--- config.mk ---
export PLATFORM = sky130hd
export DESIGN_NAME = systolic_tile_controller
export DESIGN_NICKNAME = d
export VERILOG_FILES = /design/src/rtl/systolic_pkg.sv /design/src/rtl/sa_skew_shreg.sv /design/src/rtl/systolic_tile_controller.sv
export SDC_FILE = /design/constraint.sdc
export NUM_CORES = 1
export LEC_CHECK = 0
export CAP_MARGIN = 0
export CORE_AREA = 2 2 98 76
export CTS_CLUSTER_DIAMETER = 150
export DETAILED_ROUTE_END_ITERATION = 8
export DIE_AREA = 0 0 100 78
export GPL_ROUTABILITY_DRIVEN = 0
export GPL_TIMING_DRIVEN = 0
export PLACE_DENSITY = 0.83
export SYNTH_ARGS = -nofsm -noshare
export SYNTH_HDL_FRONTEND = slang
export SYNTH_SLANG_ARGS = --single-unit
export TNS_END_PERCENT = 20
--- constraint.sdc ---
create_clock -name clk -period 2.2 [get_ports clk]
set_input_delay 0.22 -clock clk [delete_from_list [all_inputs] [get_ports clk]]
set_output_delay 0.22 -clock clk [all_outputs]
set_load 0.01 [all_outputs]
--- src/rtl/systolic_pkg.sv ---
// Shared types and width helpers for the systolic tile controller,
// the operand scheduler and the array top.
package systolic_pkg;

  typedef enum logic [1:0] {
    IDLE   = 2'd0,
    LOAD_W = 2'd1,
    STREAM = 2'd2,
    DONE   = 2'd3
  } ctrl_state_t;

  // Step counter holds K + 2N - 1 for any K < 2^aw and N <= 2^aw.
  function automatic int step_count_width(input int addr_width);
    return addr_width + 2;
  endfunction

  // Phase counter width; a single bit even when every cycle is a step.
  function automatic int phase_count_width(input int mac_latency);
    return (mac_latency > 1) ? $clog2(mac_latency) : 1;
  endfunction

endpackage

--- src/rtl/sa_skew_shreg.sv ---
// N-tap skew shift register: tap i holds the issue bit delayed by i steps.
// Advances only on step pulses; clear wins over shift.
module sa_skew_shreg #(
  parameter int TAPS = 2
) (
  input  logic            clk,
  input  logic            reset,
  input  logic            clear,
  input  logic            shift,
  input  logic            din,
  output logic [TAPS-1:0] taps
);

  // Shift one tap per step, new bit enters at tap 0.
  always_ff @(posedge clk) begin
    if (reset || clear) begin
      taps <= '0;
    end else if (shift) begin
      taps <= (taps << 1) | TAPS'(din);
    end
  end

endmodule

--- src/rtl/systolic_tile_controller.sv ---
// Sequences one systolic matrix op: weight load (N cycles), skewed activation
// streaming over K + 2N - 1 steps of MAC_LATENCY cycles each, then a done pulse.
//
// state  | meaning
// IDLE   | waiting for a command, ready=1
// LOAD_W | weight rows 0..N-1 loaded, one per cycle
// STREAM | activations fed and results captured, strobes on phase 0 only
// DONE   | single-cycle completion pulse
module systolic_tile_controller
  import systolic_pkg::*;
#(
  parameter int MATRIX_SIZE = 2,
  parameter int DATA_SIZE   = 32,
  parameter int MAC_LATENCY = 4,
  parameter int ADDR_WIDTH  = 8
) (
  input  logic                   clk,
  input  logic                   reset,
  input  logic                   start,
  input  logic [ADDR_WIDTH-1:0]  num_rows,
  input  logic                   abort,
  output logic                   ready,
  output logic                   busy,
  output logic                   cmd_err,
  output logic [MATRIX_SIZE-1:0] load_weight,
  output logic [ADDR_WIDTH-1:0]  w_rd_addr,
  output logic [MATRIX_SIZE-1:0] enable_mult,
  output logic                   act_rd_en,
  output logic [ADDR_WIDTH-1:0]  act_rd_addr,
  output logic [MATRIX_SIZE-1:0] feed_valid,
  output logic [MATRIX_SIZE-1:0] result_valid,
  output logic                   done
);

  localparam int N  = MATRIX_SIZE;
  localparam int SW = step_count_width(ADDR_WIDTH);
  localparam int PW = phase_count_width(MAC_LATENCY);

  localparam logic [PW-1:0]         PHASE_LAST = PW'(MAC_LATENCY - 1);
  localparam logic [ADDR_WIDTH-1:0] ROW_LAST   = ADDR_WIDTH'(N - 1);
  localparam logic [SW-1:0]         SKEW_STEPS = SW'(2 * N - 1);

  // DATA_SIZE only sizes the datapath elsewhere; reject nonsense at elaboration.
  if (MATRIX_SIZE < 2 || MAC_LATENCY < 1 || DATA_SIZE < 1) begin : g_bad_param
    $error("systolic_tile_controller: illegal parameter set");
  end

  ctrl_state_t state, state_next;

  logic [PW-1:0]         phase;
  logic [SW-1:0]         step;
  logic [SW-1:0]         step_total;
  logic [ADDR_WIDTH-1:0] row;
  logic [ADDR_WIDTH-1:0] k_rows;
  logic [ADDR_WIDTH-1:0] addr_hold;
  logic [N-1:0]          feed_taps;
  logic [N-1:0]          result_taps;

  logic accept;
  logic phase_wrap;
  logic last_step;
  logic phase_zero;
  logic issue_next;
  logic skew_shift;
  logic skew_clear;

  assign accept     = (state == IDLE) && start && (num_rows != '0);
  assign phase_wrap = (state == STREAM) && (phase == PHASE_LAST);
  assign last_step  = (step == step_total - SW'(1));
  assign phase_zero = (state == STREAM) && (phase == '0);

  // Taps describe the step currently in progress, so they are loaded at the
  // edge that starts a step: vector 0 enters as LOAD_W ends, vector s+1 enters
  // at the wrap out of step s while s+1 < K.
  assign issue_next = (state == LOAD_W) ? 1'b1 : ((step + SW'(1)) < {2'b00, k_rows});
  assign skew_shift = ((state == LOAD_W) && (row == ROW_LAST)) || phase_wrap;
  assign skew_clear = (state == IDLE) || (state == DONE) || abort;

  sa_skew_shreg #(.TAPS(N)) u_feed_skew (
    .clk   (clk),
    .reset (reset),
    .clear (skew_clear),
    .shift (skew_shift),
    .din   (issue_next),
    .taps  (feed_taps)
  );

  // Result column 0 trails feed row N-1 by one step, i.e. vector k at step k+N.
  sa_skew_shreg #(.TAPS(N)) u_result_skew (
    .clk   (clk),
    .reset (reset),
    .clear (skew_clear),
    .shift (skew_shift),
    .din   (feed_taps[N-1]),
    .taps  (result_taps)
  );

  // State register.
  always_ff @(posedge clk) begin
    if (reset) begin
      state <= IDLE;
    end else begin
      state <= state_next;
    end
  end

  // Next-state logic and state-decoded outputs.
  always_comb begin
    state_next   = state;
    ready        = 1'b0;
    busy         = 1'b0;
    load_weight  = '0;
    w_rd_addr    = '0;
    enable_mult  = '0;
    act_rd_en    = 1'b0;
    act_rd_addr  = addr_hold;
    feed_valid   = '0;
    result_valid = '0;
    done         = 1'b0;

    case (state)
      IDLE: begin
        ready = 1'b1;
        if (accept) state_next = LOAD_W;
      end
      LOAD_W: begin
        busy        = 1'b1;
        load_weight = '1;
        w_rd_addr   = row;
        if (row == ROW_LAST) state_next = STREAM;
      end
      STREAM: begin
        busy        = 1'b1;
        enable_mult = '1;
        if (phase_zero) begin
          act_rd_en    = feed_taps[0];
          feed_valid   = feed_taps;
          result_valid = result_taps;
        end
        if (act_rd_en) act_rd_addr = step[ADDR_WIDTH-1:0];
        if (phase_wrap && last_step) state_next = DONE;
      end
      DONE: begin
        busy       = 1'b1;
        done       = 1'b1;
        state_next = IDLE;
      end
      default: state_next = IDLE;
    endcase

    // Abort is a no-op in IDLE so a same-cycle start still wins there.
    if (abort && (state != IDLE)) state_next = IDLE;
  end

  // Command latch, row/phase/step counters, address hold and error pulse.
  always_ff @(posedge clk) begin
    if (reset) begin
      k_rows     <= '0;
      step_total <= '0;
      row        <= '0;
      phase      <= '0;
      step       <= '0;
      addr_hold  <= '0;
      cmd_err    <= 1'b0;
    end else begin
      cmd_err   <= (state == IDLE) && start && (num_rows == '0);
      addr_hold <= act_rd_addr;

      if (accept) begin
        k_rows     <= num_rows;
        step_total <= {2'b00, num_rows} + SKEW_STEPS;
      end

      if ((state == LOAD_W) && (state_next == LOAD_W)) begin
        row <= row + ADDR_WIDTH'(1);
      end else begin
        row <= '0;
      end

      if ((state == STREAM) && (state_next == STREAM)) begin
        if (phase_wrap) begin
          phase <= '0;
          step  <= step + SW'(1);
        end else begin
          phase <= phase + PW'(1);
        end
      end else begin
        phase <= '0;
        step  <= '0;
      end
    end
  end

endmodule
# Word level (Yosys, flattened, before mapping)
# Cells that the tools add are included.
[word_totals]
latchBits = 0
inputBits = 12
ff_bits = 53
ram_bits = 0
out_inout_bits = 29
rom_bits = 0
memories = 0
[op_classes]
eq_ne = 8
bitwise_logic = 4
shift = 0
div_mod_pow = 0
n_lt_le_gt_ge = 1
mul = 0
add_sub_neg = 5
n_mux = 21
n_reduce_logical = 23
[op_table]
columns = ["op", "count"]
rows = [
  ["8-bit 2-to-1 mux", 3],
  ["2-bit 2-to-1 mux", 10],
  ["10-bit by 1-bit adder with 10-bit output (second input constant)", 1],
  ["10-bit == test", 1],
  ["1-bit logical AND", 10],
  ["10-bit by 8-bit < comparator with 1-bit output", 1],
  ["10-bit by 1-bit subtractor with 10-bit output (second input constant)", 1],
  ["8-bit by 2-bit adder with 9-bit output (second input constant)", 1],
  ["8-bit by 1-bit adder with 8-bit output (second input constant)", 1],
  ["2-bit == test (second input constant)", 4],
  ["8-bit by 1-bit == test with 1-bit output (second input constant)", 1],
  ["8-bit zero test", 1],
  ["2-bit one-hot mux with 4 select lines", 1],
  ["8-bit nonzero test", 1],
  ["1-bit 2-to-1 mux", 7],
  ["3-bit OR reduction", 2],
  ["2-bit by 1-bit == test with 1-bit output (second input constant)", 2],
  ["2-bit zero test", 2],
  ["1-bit logical OR", 4],
  ["2-bit by 1-bit bitwise OR with 2-bit output", 2],
  ["2-bit OR reduction", 2],
  ["2-bit by 1-bit adder with 2-bit output (second input constant)", 1],
  ["1-bit inverter", 2],
  ["2-bit nonzero test", 1],
]

# Longest topological paths before layout
[depth]
depth_word = 10
depth_mapped = 10

# By module
# Synthesis repeated with hierarchy kept, for this count alone.
[hier_totals]
hier_cells = 363
hier_area_um2 = 3164.3
[by_module_without_submodules]
columns = ["module", "seq_area_each_um2", "n_inst", "cells_per_inst", "area_per_inst_um2"]
rows = [
  ["systolic_tile_controller", 960.9, 1, 351, 3024.2],
  ["sa_skew_shreg", 40.0, 2, 6, 70.1],
]

# Worst setup path before layout
# No wires, ideal clock.
[synth_path]
kind = "reg-to-reg"
start = "register state[0]"
end = "register step[3]"
synth_period_minus_slack_ns = 2.303
path_stages_with_launch = 10
arrival_time_ns = 2.199
n_path_buf = 2
slack_ns = -0.103
t_required_ns = 2.097
cell_sequence = "dfxtp_1 inv_1 ha_1 buf_2 nor4_1 a221oi_2 a2111oi_4 nand2_2 buf_6 a2111oi_2"
[synth_via]
elab_chain_len = 10
[synth_lines]
columns = ["element", "line", "source"]
rows = [
  ["start, declared", "systolic_tile_controller.sv:48", "ctrl_state_t state, state_next;"],
  ["start signal, assigned", "systolic_tile_controller.sv:103", "state <= state_next;"],
  ["2-bit == test or 2-bit zero test (tied branches)", "--", ""],
  ["1-bit logical AND, on equally long branches", "systolic_tile_controller.sv:68, systolic_tile_controller.sv:67", ""],
  ["1-bit logical AND, on equally long branches", "systolic_tile_controller.sv:141, systolic_tile_controller.sv:67", ""],
  ["2-bit 2-to-1 mux, on equally long branches", "systolic_tile_controller.sv:141, systolic_tile_controller.sv:124", ""],
  ["2-bit one-hot mux with 4 select lines", "systolic_tile_controller.sv:121", "case (state)"],
  ["2-bit 2-to-1 mux", "systolic_tile_controller.sv:152", "if (abort && (state != IDLE)) state_next = IDLE;"],
  ["2-bit == test", "systolic_tile_controller.sv:180", "if ((state == STREAM) && (state_next == STREAM)) begin"],
  ["1-bit logical AND", "systolic_tile_controller.sv:180", ""],
  ["1-bit inverter (no source line)", "--", ""],
  ["2-bit OR reduction (no source line)", "--", ""],
  ["end signal, assigned", "systolic_tile_controller.sv:183", "step <= step + SW'(1);"],
  ["end, declared", "systolic_tile_controller.sv:51", "logic [SW-1:0] step;"],
]
# Several ways; a longest one is shown, not always the timed one.
# A chain may end at the register's enable or synchronous reset.

# Final worst setup path
[layout_path]
start = "register state[1]"
end = "register step[0]"
# The elaborated chain is that of the path after synthesis.

==> impl_metrics.toml <==
[sta]
setup_ws_ns = -0.128
layout_min_cycle_time_ns = 2.33
finalHoldViolations = 0
slew_viol_final = 0
fin_skew_ns = 0.0135
slew_headroom_pct = 25.9
whs_ns = 0.289
fin_crit_sh_pct = 106
worst_slew_pin_slew_ns = 1.11
tns_ns = -0.803
timing.fmax_ghz = 0.430
rsz0062_at_grt = "yes"
setup-violations-final = 23

[final_layout]
final_cell_count_no_fill = 541
fill_cells = 485
final_cell_mix = "dfxtp_1 (41), nor2_1 (40), clkdlybuf4s50_1 (30), buf_4 (28), nand2_1 (22)"
insertedDiodeCount = 0
final_common_cell = "dfxtp_1"
nets = 488
drive_gt1_share_pct = 23.9
area_growth_pct = 34.9

[placement]
place_hpwl_mm = 6.26
place_inst = 512
pre_cts_slack_ns = -0.657
portBuffers = 40

[drt]
drt_iter0_markers = 240
vias = 3300
dr.pass1.iters = 5
wl_mm = 10.6
ant_nets = 0
vias_per_cell = 6.10
wire_per_inst_um = 19.6
drc_errors = 0

[hold_path]
min_path_cells = 3
worstHoldStart = "num_rows[1]"
hold_path.class = "input pin to register"
min_to = "k_rows[1]"

[critical_path]
cp-start-kind = "register"
arrival_ns = 2.55
r2r_start = "state[1]"
worst-setup-path-type = "register to register"
worstPathMaxFanout = 6
r2r_cells = 8
reg2reg_to = "step[0]"
endpoint_kind = "register"
cp.required_ns = 2.42
rrSetupSlack_ns = -0.13

[run]
cap_violations = 0

[global_route]
use_met2_pct = 38.9
grt_use_total_pct = 23.3
antenna_found_initial = 0
grt_pass1_wl_mm = 14.3
gr-max-usage-layer = "met2"
grt_max_degree = 15
grt_pass1_vias = 2916
use_met3_pct = 4.59
globalRouteOverflowTotal = 0
grt_use_met1_pct = 30.7

[floorplanning]
core_um2 = 6770
io_pins = 41
row_count = 26
die_h_um = 78
die-area_um2 = 7800
start_util_pct = 50.0
dieWidth_um = 100

[power]
p_total_w = 0.00211
pwr_density_cell_nw_per_um2 = 461
vdd_drop_max_uv = 264
leakage_nw = 1.69

[yosys]
synth_area_um2 = 3380
synth_compound_area_share_pct = 18.5
synth_edf_count = 0
synth_xor_area_share_pct = 8.80
synth_seq_cells = 52
synth_top_family_by_area = "simple AND/OR/NAND/NOR gates"
synth_top_flop_cell = "dfxtp_1"
syn-mean-instance-area_um2 = 8.72
syn_inst = 388
muxShareOfSynthArea_pct = 3.55
yosysWarnings = 0
syn_nets = 420
synth_adder_area_share_pct = 7.40
synth_seq_area_share_pct = 30.8
synth-simple-area-share_pct = 24.4
async_reset_ff_share_pct = 0
yosysUniqueCellTypes = 60

[clock_network]
clk_pin_slew_ns = 0.10
cts_tree = "yes"
cts_hold_buf = 0
numCtsBuffers = 5
clock_sinks = 52
clockBufferDepth = 2
root_buffer = "clkbuf_8"
htree_num_levels = 2
clk_latency_ns = 0.32

[run_status]
status = "finished, violations left"
violations = "setup timing"
[per-layer routing]
layer | routed length [µm] | share of wire, %
met3 | 802 | 7.6
met4 | 325 | 3.1
met5 | 0 | 0
met1 | 4290 | 40
met2 | 5210 | 49
[cells in the mapped netlist (2+ instances only)]
cell | n | area share (%)
o2bb2ai_1 | 8 | 2.1
a211oi_1 | 7 | 1.6
a2111oi_4 | 2 | 1.6
or3_1 | 3 | 0.55
a221o_1 | 2 | 0.59
dfxtp_1 | 52 | 31
inv_1 | 23 | 2.6
nand2_1 | 23 | 2.6
nor3b_1 | 2 | 0.44
xor2_1 | 15 | 3.9
nor4_1 | 7 | 1.3
buf_1 | 2 | 0.22
buf_4 | 3 | 0.67
and2_1 | 8 | 1.5
a21o_1 | 2 | 0.44
xnor2_1 | 19 | 4.9
clkbuf_1 | 13 | 1.4
mux2i_1 | 3 | 0.89
nand2b_1 | 3 | 0.55
a32oi_1 | 3 | 0.78
clkbuf_2 | 2 | 0.30
nor3_1 | 11 | 1.6
nand4_1 | 8 | 1.5
a2111oi_2 | 9 | 4.0
ha_1 | 20 | 7.4
and3_1 | 4 | 0.74
nand3_1 | 19 | 2.8
a21oi_1 | 17 | 2.5
mux2_2 | 8 | 2.7
buf_6 | 2 | 0.67
nor2b_1 | 11 | 2.0
nor2_1 | 41 | 4.5
buf_2 | 5 | 0.74
o21ai_0 | 5 | 0.74
[sequential cells by signal, indices dropped and copies added, names as in the netlist]
register / count
step: 10
u_feed_skew.taps: 2
k_rows: 8
row: 8
state: 2
addr_hold: 8
cmd_err: 1
phase: 2
step_total: 9
u_result_skew.taps: 2
[final cells by class]
type,instances,area (µm²),share of cell area [%]
plain buffers,19,135,2.96
clock buffers,8,90.1,1.97
inverters,23,91.3,2.00
multi-input cells,288,2450,53.7
flip-flops and latches,52,1070,23.5
well taps,84,105,2.30
repair buffers,67,617,13.5
[cells by family after synthesis]
logic type,Yosys count
flip-flops,52
multiplexers,11
XOR/XNOR,34
adder cells (fa/ha/maj),20
AND/OR/NAND/NOR,152
buffers and inverters,50
AO/OA/AOI/OAI,69
[critical path, stage by stage, from the launching register on]
cell       delay [ns]
dfxtp_4          0.41
inv_4            0.06
ha_4             0.18
nor4_4           0.25
a221oi_4         0.13
a2111oi_4        0.47
nand2_2          0.22
buf_6            0.18
a2111oi_2        0.32
[metrics by stage]
stage | utilization [%] | instance area [µm²]
after floorplan | - | 3400
after global placement | 57.7 | 3910
after detailed placement | 57.7 | 3910
after CTS | 61.9 | 4190
after global routing | 67.5 | 4560
final | 67.5 | 4560
[worst max path at each step]
stage / from / end / slack (ns) / depth (start not counted)
2_1_floorplan: state[0] / step[3] / 0.01 / 9
3_3_place_gp: num_rows[0] / row[7] / -0.60 / 10
3_5_place_dp: num_rows[0] / row[4] / -0.66 / 10
4_1_cts: step[2] / u_feed_skew.taps[0] / -0.05 / 10
5_1_grt: state[1] / step[0] / -0.24 / 8
6_report: state[1] / step[0] / -0.13 / 8
[power by group]
part	switching, W	internal [W]
clock	0.000334	0.000258
sequential	0.0000385	0.000961
combinational	0.000302	0.000212
[timing repair]
action | in CTS | in global routing
pin swaps | 1 | 19
resized for setup | 53 | 39
cloned | 2 | 1
endpoints found under the setup margin | 58 | 38
setup buffers | 2 | 24
Note: power is estimated with default switching activity, not from simulation.
